$ cat config.mk
export PLATFORM = sky130hd
export DESIGN_NAME = fp32_mul_hs_responder
export DESIGN_NICKNAME = d
export VERILOG_FILES = /design/src/rtl/fp32_pkg.sv /design/src/rtl/fp_mant_mul_iter.sv /design/src/rtl/fp32_mul_hs_responder.sv
export SDC_FILE = /design/constraint.sdc
export NUM_CORES = 1
export LEC_CHECK = 0
export CORE_ASPECT_RATIO = 1.25
export CORE_MARGIN = 10
export CORE_UTILIZATION = 50
export DETAILED_ROUTE_END_ITERATION = 6
export GPL_TIMING_DRIVEN = 1
export PLACE_DENSITY = 0.68
export SKIP_LAST_GASP = 1
export SLEW_MARGIN = 30
export SYNTH_ARGS = -nofsm -noshare
export SYNTH_HDL_FRONTEND = slang
export SYNTH_SLANG_ARGS = --single-unit
$ cat constraint.sdc
create_clock -name clk -period 17.1 [get_ports clk]
set_input_delay 2.565 -clock clk [delete_from_list [all_inputs] [get_ports clk]]
set_output_delay 2.565 -clock clk [all_outputs]
set_load 0.02 [all_outputs]
$ cat src/rtl/fp32_pkg.sv
// Shared binary32 types, constants and the multiplier FSM state encoding.
package fp32_pkg;

  typedef struct packed {
    logic        sign;
    logic [7:0]  exp;
    logic [22:0] mant;
  } fp32_t;

  localparam logic [31:0] FP32_QNAN    = 32'h7FC00000;
  localparam int          FP32_BIAS    = 127;
  localparam int          FP32_EXP_MAX = 255;

  typedef enum logic [3:0] {
    GET_A,
    GET_B,
    UNPACK,
    SUBN,
    SPECIAL,
    MULT,
    NORM,
    DENORM,
    ROUND,
    PACK,
    PUT_Z
  } mul_state_t;

endpackage

$ cat src/rtl/fp_mant_mul_iter.sv
// Iterative 24x24 shift-add mantissa multiplier, MBITS_PER_CYC multiplier bits per cycle.
module fp_mant_mul_iter #(
  parameter int unsigned MBITS_PER_CYC = 2
) (
  input  logic        clk,
  input  logic        rst,
  input  logic        start,
  input  logic [23:0] a,
  input  logic [23:0] b,
  output logic        done,
  output logic [47:0] product
);

  localparam int unsigned NCYC = 24 / MBITS_PER_CYC;
  localparam int unsigned CW   = $clog2(NCYC) + 1;

  logic [47:0]   acc_q, acc_d, mcand_q, mcand_d;
  logic [23:0]   mplier_q, mplier_d;
  logic [CW-1:0] cnt_q, cnt_d;
  logic          busy_q, busy_d;

  logic [47:0] src_acc, src_cand, step_acc;
  logic [23:0] src_plier;

  // The start cycle already retires the first digit, so the final digit
  // lands on the edge where done is seen and the caller leaves MULT.
  always_comb begin
    src_acc   = start ? '0 : acc_q;
    src_cand  = start ? {24'b0, a} : mcand_q;
    src_plier = start ? b : mplier_q;
    step_acc  = src_acc;
    for (int unsigned j = 0; j < MBITS_PER_CYC; j++) begin
      if (src_plier[j]) step_acc = step_acc + (src_cand << j);
    end

    acc_d    = acc_q;
    mcand_d  = mcand_q;
    mplier_d = mplier_q;
    cnt_d    = cnt_q;
    busy_d   = busy_q;
    if (start || busy_q) begin
      acc_d    = step_acc;
      mcand_d  = src_cand << MBITS_PER_CYC;
      mplier_d = src_plier >> MBITS_PER_CYC;
    end
    if (start) begin
      cnt_d  = CW'(NCYC - 1);
      busy_d = 1'b1;
    end else if (busy_q) begin
      cnt_d = cnt_q - CW'(1);
      if (cnt_q == CW'(1)) busy_d = 1'b0;
    end
  end

  always_ff @(posedge clk) begin
    if (rst) begin
      acc_q    <= '0;
      mcand_q  <= '0;
      mplier_q <= '0;
      cnt_q    <= '0;
      busy_q   <= 1'b0;
    end else begin
      acc_q    <= acc_d;
      mcand_q  <= mcand_d;
      mplier_q <= mplier_d;
      cnt_q    <= cnt_d;
      busy_q   <= busy_d;
    end
  end

  assign done    = busy_q && (cnt_q == CW'(1));
  assign product = acc_q;

endmodule

$ cat src/rtl/fp32_mul_hs_responder.sv
// Multi-cycle binary32 multiplier (RNE) behind a/b/z strobe-ack handshakes.
// Optional subnormal support: define FP32_MUL_DENORM_EN.
module fp32_mul_hs_responder
  import fp32_pkg::*;
#(
  parameter int unsigned MBITS_PER_CYC = 2
) (
  input  logic        clk,
  input  logic        rst,
  input  logic [31:0] input_a,
  input  logic        input_a_stb,
  output logic        input_a_ack,
  input  logic [31:0] input_b,
  input  logic        input_b_stb,
  output logic        input_b_ack,
  output logic [31:0] output_z,
  output logic        output_z_stb,
  input  logic        output_z_ack
);

  localparam logic signed [9:0] BIAS10    = 10'(FP32_BIAS);
  localparam logic signed [9:0] EXP_MAX10 = 10'(FP32_EXP_MAX);

  mul_state_t        state_q, state_d;
  fp32_t             a_q, a_d, b_q, b_d, z_q, z_d;
  logic              sign_q, sign_d;
  logic signed [9:0] ea_q, ea_d, eb_q, eb_d, exp_q, exp_d;
  logic [23:0]       ma_q, ma_d, mb_q, mb_d, mant_q, mant_d;
  logic              g_q, g_d, r_q, r_d, s_q, s_d;

  logic        mul_start, mul_done;
  logic [47:0] product;
  logic [24:0] mant_inc;
  logic        a_nan, a_inf, a_zero, b_nan, b_inf, b_zero, is_special;

  fp_mant_mul_iter #(.MBITS_PER_CYC(MBITS_PER_CYC)) u_mul (
    .clk     (clk),
    .rst     (rst),
    .start   (mul_start),
    .a       (ma_q),
    .b       (mb_q),
    .done    (mul_done),
    .product (product)
  );

  always_comb begin
    a_nan = (a_q.exp == 8'hFF) && (a_q.mant != '0);
    a_inf = (a_q.exp == 8'hFF) && (a_q.mant == '0);
    b_nan = (b_q.exp == 8'hFF) && (b_q.mant != '0);
    b_inf = (b_q.exp == 8'hFF) && (b_q.mant == '0);
`ifdef FP32_MUL_DENORM_EN
    a_zero = (a_q.exp == '0) && (a_q.mant == '0);
    b_zero = (b_q.exp == '0) && (b_q.mant == '0);
`else
    a_zero = (a_q.exp == '0);
    b_zero = (b_q.exp == '0);
`endif
    is_special = a_nan || b_nan || a_inf || b_inf || a_zero || b_zero;
  end

  always_comb begin
    state_d   = state_q;
    a_d       = a_q;
    b_d       = b_q;
    z_d       = z_q;
    sign_d    = sign_q;
    ea_d      = ea_q;
    eb_d      = eb_q;
    exp_d     = exp_q;
    ma_d      = ma_q;
    mb_d      = mb_q;
    mant_d    = mant_q;
    g_d       = g_q;
    r_d       = r_q;
    s_d       = s_q;
    mul_start = 1'b0;
    mant_inc  = {1'b0, mant_q} + 25'd1;

    case (state_q)
      GET_A: if (input_a_stb) begin
        a_d     = input_a;
        state_d = GET_B;
      end
      GET_B: if (input_b_stb) begin
        b_d     = input_b;
        state_d = UNPACK;
      end
      UNPACK: begin
        sign_d  = a_q.sign ^ b_q.sign;
        ma_d    = {a_q.exp != '0, a_q.mant};
        mb_d    = {b_q.exp != '0, b_q.mant};
        ea_d    = (a_q.exp == '0) ? 10'sd1 : $signed({2'b00, a_q.exp});
        eb_d    = (b_q.exp == '0) ? 10'sd1 : $signed({2'b00, b_q.exp});
        state_d = SPECIAL;
`ifdef FP32_MUL_DENORM_EN
        if (!is_special && (!ma_d[23] || !mb_d[23])) state_d = SUBN;
`endif
      end
`ifdef FP32_MUL_DENORM_EN
      SUBN: begin
        if (!ma_q[23]) begin
          ma_d = ma_q << 1;
          ea_d = ea_q - 10'sd1;
        end else begin
          mb_d = mb_q << 1;
          eb_d = eb_q - 10'sd1;
        end
        if (ma_d[23] && mb_d[23]) state_d = SPECIAL;
      end
`endif
      SPECIAL: begin
        state_d = PUT_Z;
        if (a_nan || b_nan || (a_inf && b_zero) || (b_inf && a_zero)) begin
          z_d = FP32_QNAN;
        end else if (a_inf || b_inf) begin
          z_d = {sign_q, 8'hFF, 23'b0};
        end else if (a_zero || b_zero) begin
          z_d = {sign_q, 31'b0};
        end else begin
          exp_d     = ea_q + eb_q - BIAS10;
          mul_start = 1'b1;
          state_d   = MULT;
        end
      end
      MULT: if (mul_done) state_d = NORM;
      NORM: begin
        if (product[47]) begin
          mant_d = product[47:24];
          g_d    = product[23];
          r_d    = product[22];
          s_d    = |product[21:0];
          exp_d  = exp_q + 10'sd1;
        end else begin
          mant_d = product[46:23];
          g_d    = product[22];
          r_d    = product[21];
          s_d    = |product[20:0];
        end
        state_d = ROUND;
`ifdef FP32_MUL_DENORM_EN
        if (exp_d <= 10'sd0) state_d = DENORM;
`endif
      end
`ifdef FP32_MUL_DENORM_EN
      // Shift into subnormal range before rounding; shifts of 25+ leave nothing.
      DENORM: begin
        if (exp_q <= -10'sd24) begin
          mant_d  = '0;
          g_d     = 1'b0;
          r_d     = 1'b0;
          s_d     = 1'b0;
          exp_d   = 10'sd1;
          state_d = ROUND;
        end else begin
          mant_d = mant_q >> 1;
          g_d    = mant_q[0];
          r_d    = g_q;
          s_d    = s_q || r_q;
          exp_d  = exp_q + 10'sd1;
          if (exp_q == 10'sd0) state_d = ROUND;
        end
      end
`endif
      ROUND: begin
        if (g_q && (r_q || s_q || mant_q[0])) begin
          if (mant_inc[24]) begin
            mant_d = 24'h800000;
            exp_d  = exp_q + 10'sd1;
          end else begin
            mant_d = mant_inc[23:0];
          end
        end
        state_d = PACK;
      end
      PACK: begin
        if (exp_q >= EXP_MAX10) z_d = {sign_q, 8'hFF, 23'b0};
        else if (exp_q <= 10'sd0) z_d = {sign_q, 31'b0};
        else z_d = {sign_q, (mant_q[23] ? exp_q[7:0] : 8'h00), mant_q[22:0]};
        state_d = PUT_Z;
      end
      PUT_Z: if (output_z_ack) state_d = GET_A;
      default: state_d = GET_A;
    endcase
  end

  always_ff @(posedge clk) begin
    if (rst) begin
      state_q <= GET_A;
      a_q     <= '0;
      b_q     <= '0;
      z_q     <= '0;
      sign_q  <= 1'b0;
      ea_q    <= '0;
      eb_q    <= '0;
      exp_q   <= '0;
      ma_q    <= '0;
      mb_q    <= '0;
      mant_q  <= '0;
      g_q     <= 1'b0;
      r_q     <= 1'b0;
      s_q     <= 1'b0;
    end else begin
      state_q <= state_d;
      a_q     <= a_d;
      b_q     <= b_d;
      z_q     <= z_d;
      sign_q  <= sign_d;
      ea_q    <= ea_d;
      eb_q    <= eb_d;
      exp_q   <= exp_d;
      ma_q    <= ma_d;
      mb_q    <= mb_d;
      mant_q  <= mant_d;
      g_q     <= g_d;
      r_q     <= r_d;
      s_q     <= s_d;
    end
  end

  assign input_a_ack  = (state_q == GET_A);
  assign input_b_ack  = (state_q == GET_B);
  assign output_z_stb = (state_q == PUT_Z);
  assign output_z     = z_q;

endmodule

# Word-level counts from Yosys, hierarchy flattened
# Index checks and enable logic that the tools add are counted.
# totals
word_cells,141
in_bits,69
out_inout_bits,35
reg_bits,328
# op_classes
n_reduce_logical,38
bitwise_logic,1
order_cmp,2
n_mux,45
n_eq_ne,22
add_sub_neg,7
# ops
cell,n
$mux W48,4
$add A48 B48 Y48,2
$mux W24,4
$mux W32,3
$pmux W32 S2,1
$mux W31,2
$mux W10,6
$pmux W24 S2,1
$logic_not A23 Y1,2
$reduce_bool A23 Y1,2
$mux W4,9
$pmux W4 S9,1
$pmux W10 S3,1
$add A24 B1 Y25 const B,1
$mux W8,3
$reduce_or A22 Y1,1
$reduce_or A21 Y1,1
$eq A8 B8 Y1 const B,2
$logic_not A8 Y1,2
$ne A2 B2 Y1 const B,8
$reduce_bool A8 Y1,2
$eq A4 B3 Y1 const B,3
$eq A4 B4 Y1 const B,3
$add A10 B10 Y10,1
other kinds (21),50

# Logic depth before layout (Yosys ltp)
# depth
ltp_word,12
depth_mapped,47
depth_no_buf,39

# By module
# Synthesis repeated with hierarchy kept, for this count alone.
# hier_totals
hier_cells,2728
area_unflattened_um2,20619.8
# by_module_without_submodules
mod,n_inst,seq_area_each_um2,cells_per_inst,area_per_inst_um2
fp_mant_mul_iter,1,2442.3,1576,11617.4
fp32_mul_hs_responder,1,4043.9,1152,9002.4

# Least setup slack after synthesis
# OpenSTA, ideal clock, no wires.
# synth_path
path_kind,reg2reg
from,register a_q[30] in the netlist's numbering
to,register u_mul.acc_q[47] (netlist: u_mul.product[47])
setup_ns,0.120
slack_ns,8.320
required_time_ns,16.980
n_path_buf,7
stages_incl_launch_ff,45
t_arrival_ns,8.660
synth_period_minus_slack_ns,8.780
cell_sequence,dfxtp_1 -> or4_1 -> nor2_4 -> nor4_2 -> clkbuf_1 -> nand2_1 -> buf_2 -> buf_2 -> buf_1 -> clkbuf_1 -> clkbuf_1 -> clkbuf_1 -> and2_1 -> ha_1 -> maj3_1 -> o21ai_0 -> a221oi_1 -> o221a_2 -> [... 9 more ...] -> inv_1 -> o21bai_1 -> a21o_1 -> a21o_1 -> a21oi_1 -> nor2b_1 -> o21ai_0 -> nand2b_1 -> a21o_1 -> a21oi_1 -> o21bai_1 -> a21o_1 -> a21oi_1 -> o21ai_0 -> a31oi_2 -> mux2i_1 -> and3_1 -> o31a_1
# synth_between
elab_chain_len,12
elab_cells_between_ends,23
cone_classes,2 x add/sub; 1 x eq/ne; 9 x mux; 11 x reduce/logical
# synth_lines
element,line,source
"start, declared",fp32_mul_hs_responder.sv:25,"fp32_t a_q, a_d, b_q, b_d, z_q, z_d;"
"start signal, assigned",fp32_mul_hs_responder.sv:189,a_q <= '0;
"start signal, assigned",fp32_mul_hs_responder.sv:204,a_q <= a_d;
$eq A8 B8 Y1,"fp32_mul_hs_responder.sv:47, fp32_mul_hs_responder.sv:48",
$logic_and A1 B1 Y1 (on tied branches),"fp32_mul_hs_responder.sv:47, fp32_mul_hs_responder.sv:48",
$logic_or A1 B1 Y1 or $logic_and A1 B1 Y1 (tied branches),fp32_mul_hs_responder.sv:113,if (a_nan || b_nan || (a_inf && b_zero) || (b_inf && a_zero)) begin
$logic_or A1 B1 Y1 (2 in a row),fp32_mul_hs_responder.sv:113,
$mux W1 *,fp32_mul_hs_responder.sv:113,
$mux W1 *,fp32_mul_hs_responder.sv:79,case (state_q)
$mux W48 (on tied branches),"fp_mant_mul_iter.sv:28, fp_mant_mul_iter.sv:29",
$add A48 B48 Y48,fp_mant_mul_iter.sv:33,if (src_plier[j]) step_acc = step_acc + (src_cand << j);
$mux W48,fp_mant_mul_iter.sv:33,
$add A48 B48 Y48,fp_mant_mul_iter.sv:33,
$mux W48,fp_mant_mul_iter.sv:33,
"end signal, assigned",fp_mant_mul_iter.sv:57,acc_q <= '0;
"end signal, assigned",fp_mant_mul_iter.sv:63,acc_q <= acc_d;
"end, declared",fp_mant_mul_iter.sv:17,"logic [47:0] acc_q, acc_d, mcand_q, mcand_d;"
# Every way passes the cells marked *; elsewhere a longest branch is shown, timed or not.
# A chain may end at the register's enable or synchronous reset.

# Final worst setup path
# layout_path
from,register a_q[30] in the netlist's numbering
to,register u_mul.acc_q[47] (netlist: u_mul.product[47])
# layout_between
elab_chain_len,12
elab_cells_between_ends,23
cone_classes,2 x add/sub; 1 x eq/ne; 9 x mux; 11 x reduce/logical
# layout_lines
element,line,source
$eq A8 B8 Y1,"fp32_mul_hs_responder.sv:47, fp32_mul_hs_responder.sv:48",
$logic_and A1 B1 Y1 (on tied branches),"fp32_mul_hs_responder.sv:47, fp32_mul_hs_responder.sv:48",
$logic_or A1 B1 Y1 or $logic_and A1 B1 Y1 (tied branches),fp32_mul_hs_responder.sv:113,
$logic_or A1 B1 Y1 (2 in a row),fp32_mul_hs_responder.sv:113,
$mux W1 *,fp32_mul_hs_responder.sv:113,
$mux W1 *,fp32_mul_hs_responder.sv:79,
$mux W48 *,fp_mant_mul_iter.sv:29,"src_cand = start ? {24'b0, a} : mcand_q;"
via u_mul.src_cand[1],fp_mant_mul_iter.sv:22,"logic [47:0] src_acc, src_cand, step_acc;"
$add A48 B48 Y48,fp_mant_mul_iter.sv:33,
$mux W48,fp_mant_mul_iter.sv:33,
$add A48 B48 Y48,fp_mant_mul_iter.sv:33,
$mux W48 *,fp_mant_mul_iter.sv:33,
# Mark *: on every way through the listed nets, which the timed path passes. The rest lies on a longest branch.

==> metrics <==
gr ovfl total 0; Sinks on Clock Net 324; Synth Register Bits 324; width of the chip 204 um; Syn Inst Count 2845; H-tree depth 2; power density over cell area 92.6 mW/mm2; I/O Buffers 103; nets 2968; total track usage 24.6%; CP Data Required Time 17540 ps; Die Ht 250 um; die area 0.0510 mm2; Max Cap Viol 0; Yosys cell types 96; total CTS buffers 36; row count 84; Final Hold Viols 0; Synth area leaders dfxtp_1, nand2_1, a21oi_1, ha_1, nor2_1; crit-path max FO 56; Synth Area in Compound Gates 24.9%; Initial Util 50.5%; period utilisation layout 54.5%; largest area contributor in the netlist dfxtp_1; VDD IR max 0.0901 mV; Rel. slew slack 36.8%; f_max 107 MHz; HP Class reg -> reg; TritonCTS clock tree built; critical path class reg -> reg; area of the core 0.0419 mm2; Seq/Total Area, Yosys 30.7%; most frequent cell on the critical path a21oi_1; Sw Share 33.3%; Startpoint Class flop; worst skew pair latency 560 ps; CP endpoint kind flop; pre-CTS setup slack 7910 ps; DRT Pass-1 Iters 5; count leader, synth nand2_1; CTS-repair resized insts 0; average routed wire per standard cell 19.1 um; status finished clean; number of synthesized flops with an enable pin 0; routed via count 20453; combinational family with the most area after synthesis compound AO/OA/AOI/OAI gates; Critical Path AT 9760 ps; fillcell total 3943; Worst-path clk slew 60 ps; post-route cell area 0.0236 mm2; wire length of the first global-routing pass 104000 um; synth cell count leaders nand2_1, dfxtp_1, a21oi_1; Placer Congestion 1.03; multiplexer area fraction after synthesis 3.94%; post-synthesis simple-gate area fraction 24.4%; cell area after synthesis 0.0212 mm2; vias in the first global route 19797; Worst Clk Skew 26.7 ps; Max clock buf depth 3; Seq pwr share 40.5%; placed inst area 0.0224 mm2; largest net degree at the start of global routing 139; drt via density 6.02; Avg Cell Area, Syn 7.44 um2; setup tns final 0 ps; Post-CTS Hold Fix Bufs 0; Pins Over Slew Limit 0; Antenna diodes 0; Leak 9.01 nW; Syn Nets 3004; DRC viols 0; Post-CTS Setup Inserts 0; Final min period 9320 ps; Syn. warnings 0; Comb pwr share 22.1%; clk root buf clkbuf_16; DRT Wirelength 64800 um; Net Switching 0.000728 W; antenna-violating nets left 0; clock share of power 37.5%; P_int 0.00146 W; share of cells above drive strength 1 5.18%; Synth Area in Adders 6.38%; endpoints failing setup 0; worst setup margin 7780 ps; ys async rst share 0%; CP peak stage delay 590 ps; Layout area overhead 11.7%; unrepaired setup endpoints after global routing false; DRT iter0 DRCs 1418; antenna violations before repair 0; dpl hpwl 46000 um; actual slew at the worst max-slew pin 948 ps; Critical-path top delay cell buf_4; post-synthesis xor/xnor area fraction 5.01%; Ports 104; Synth Flop Type dfxtp_1; post-synth top area share 30.7%
==> worst paths after layout <==
path / from / to / slack [ps] / cells past startpoint
worst max-delay path: a_q[30] / u_mul.product[47] / 7780 / 40
worst min register to register: mb_q[11] / mb_q[11] / 460 / 2
worst min-delay path: mb_q[11] / mb_q[11] / 460 / 2
worst max register to register: a_q[30] / u_mul.product[47] / 7780 / 40
==> registers in the layout (all words and copies together), names as in the netlist, 4 cells and up, named ones only <==
name            count
mb_q               24
ma_q               24
state_q             4
b_q                32
u_mul.mcand_q      46
mant_q             24
u_mul.mplier_q     22
a_q                32
output_z           32
ea_q                8
exp_q              10
u_mul.cnt_q         5
u_mul.product      47
eb_q                8
==> power groups by stage <==
stage | registers (W) | logic (W) | clock network (W)
2_1_floorplan | 0.000861 | 0.000365 | 0
3_3_place_gp | 0.000897 | 0.000473 | 0
3_5_place_dp | 0.000900 | 0.000480 | 0
4_1_cts | 0.000884 | 0.000482 | 0.000836
5_1_grt | 0.000893 | 0.000535 | 0.000865
6_report | 0.000886 | 0.000484 | 0.000820
==> logic make-up after synthesis <==
family,after synthesis
adders and majority gates,110
DFF,324
buffers and inverters,260
AOI/OAI and AO/OA,814
other,1
and+or+nand+nor,1132
muxes,83
xor gates and xnor gates,121
==> critical path: cells and delay by family (launching register included) <==
family / cells / cell delay, ps
mux: 1 / 240
simple gates: 9 / 2230
fa+ha+maj: 3 / 820
xor+xnor: 1 / 140
buf+inv: 4 / 1060
compound gates: 22 / 4310
flops: 1 / 390
==> layout make-up <==
class                           count  area (um2)  share of cell area, %
Tap cell                          559         699                   2.96
Clock inverter                     21         246                   1.04
Timing Repair Buffer              128        1230                   5.19
Clock buffer                       44        1000                   4.23
Inverter                           58         218                  0.921
Multi-Input combinational cell   2261       13800                   58.2
Sequential cell                   324        6490                   27.5
==> routing by layer <==
metal  vias to the layer above  GRT usage (%)  share of wire [%]
met5                         -              0                  0
met4                         0           10.3                3.9
met3                       136           3.40                4.6
met2                       560           42.3                 49
met1                      9701           30.1                 43
li1                      10056              -                  -
==> per-stage QoR <==
stage	utilization, %	hold slack, ps	std cells	total power (W)
after floorplan	-	432	2845	0.00123
final	56.4	456	3395	0.00219
after global placement	53.4	446	3330	0.00137
after CTS	56.3	456	3395	0.00220
after detailed placement	53.4	447	3330	0.00138
after global routing	56.4	473	3395	0.00229
==> placed cells by master, fill, tap and decap left out, types with 8 or more instances in the layout <==
| cell type | instances |
|---|---|
| nand2_1 | 504 |
| dfxtp_1 | 322 |
| a21oi_1 | 279 |
| nor2_1 | 254 |
| o21ai_0 | 115 |
| clkdlybuf4s50_1 | 102 |
| ha_1 | 87 |
| mux2i_1 | 81 |
| xnor2_1 | 72 |
| a211oi_1 | 64 |
| and2_1 | 60 |
| inv_1 | 58 |
| a21o_1 | 55 |
| nor3_1 | 54 |
| a22oi_1 | 53 |
| xor2_1 | 49 |
| nand3_1 | 45 |
| and3_1 | 37 |
| clkbuf_16 | 36 |
| a31oi_1 | 35 |
| nor2b_1 | 25 |
| nand4_1 | 24 |
| nand2b_1 | 24 |
| buf_4 | 24 |
| nor4_1 | 22 |
| o211ai_1 | 21 |
| maj3_1 | 19 |
| o21ai_1 | 18 |
| o22ai_1 | 18 |
| or3_1 | 18 |
| a311oi_1 | 18 |
| o31ai_1 | 16 |
| o21bai_1 | 12 |
| o32ai_1 | 12 |
| nor4b_1 | 8 |
| nand3b_1 | 8 |
Note: power is estimated with default switching activity, not from simulation.
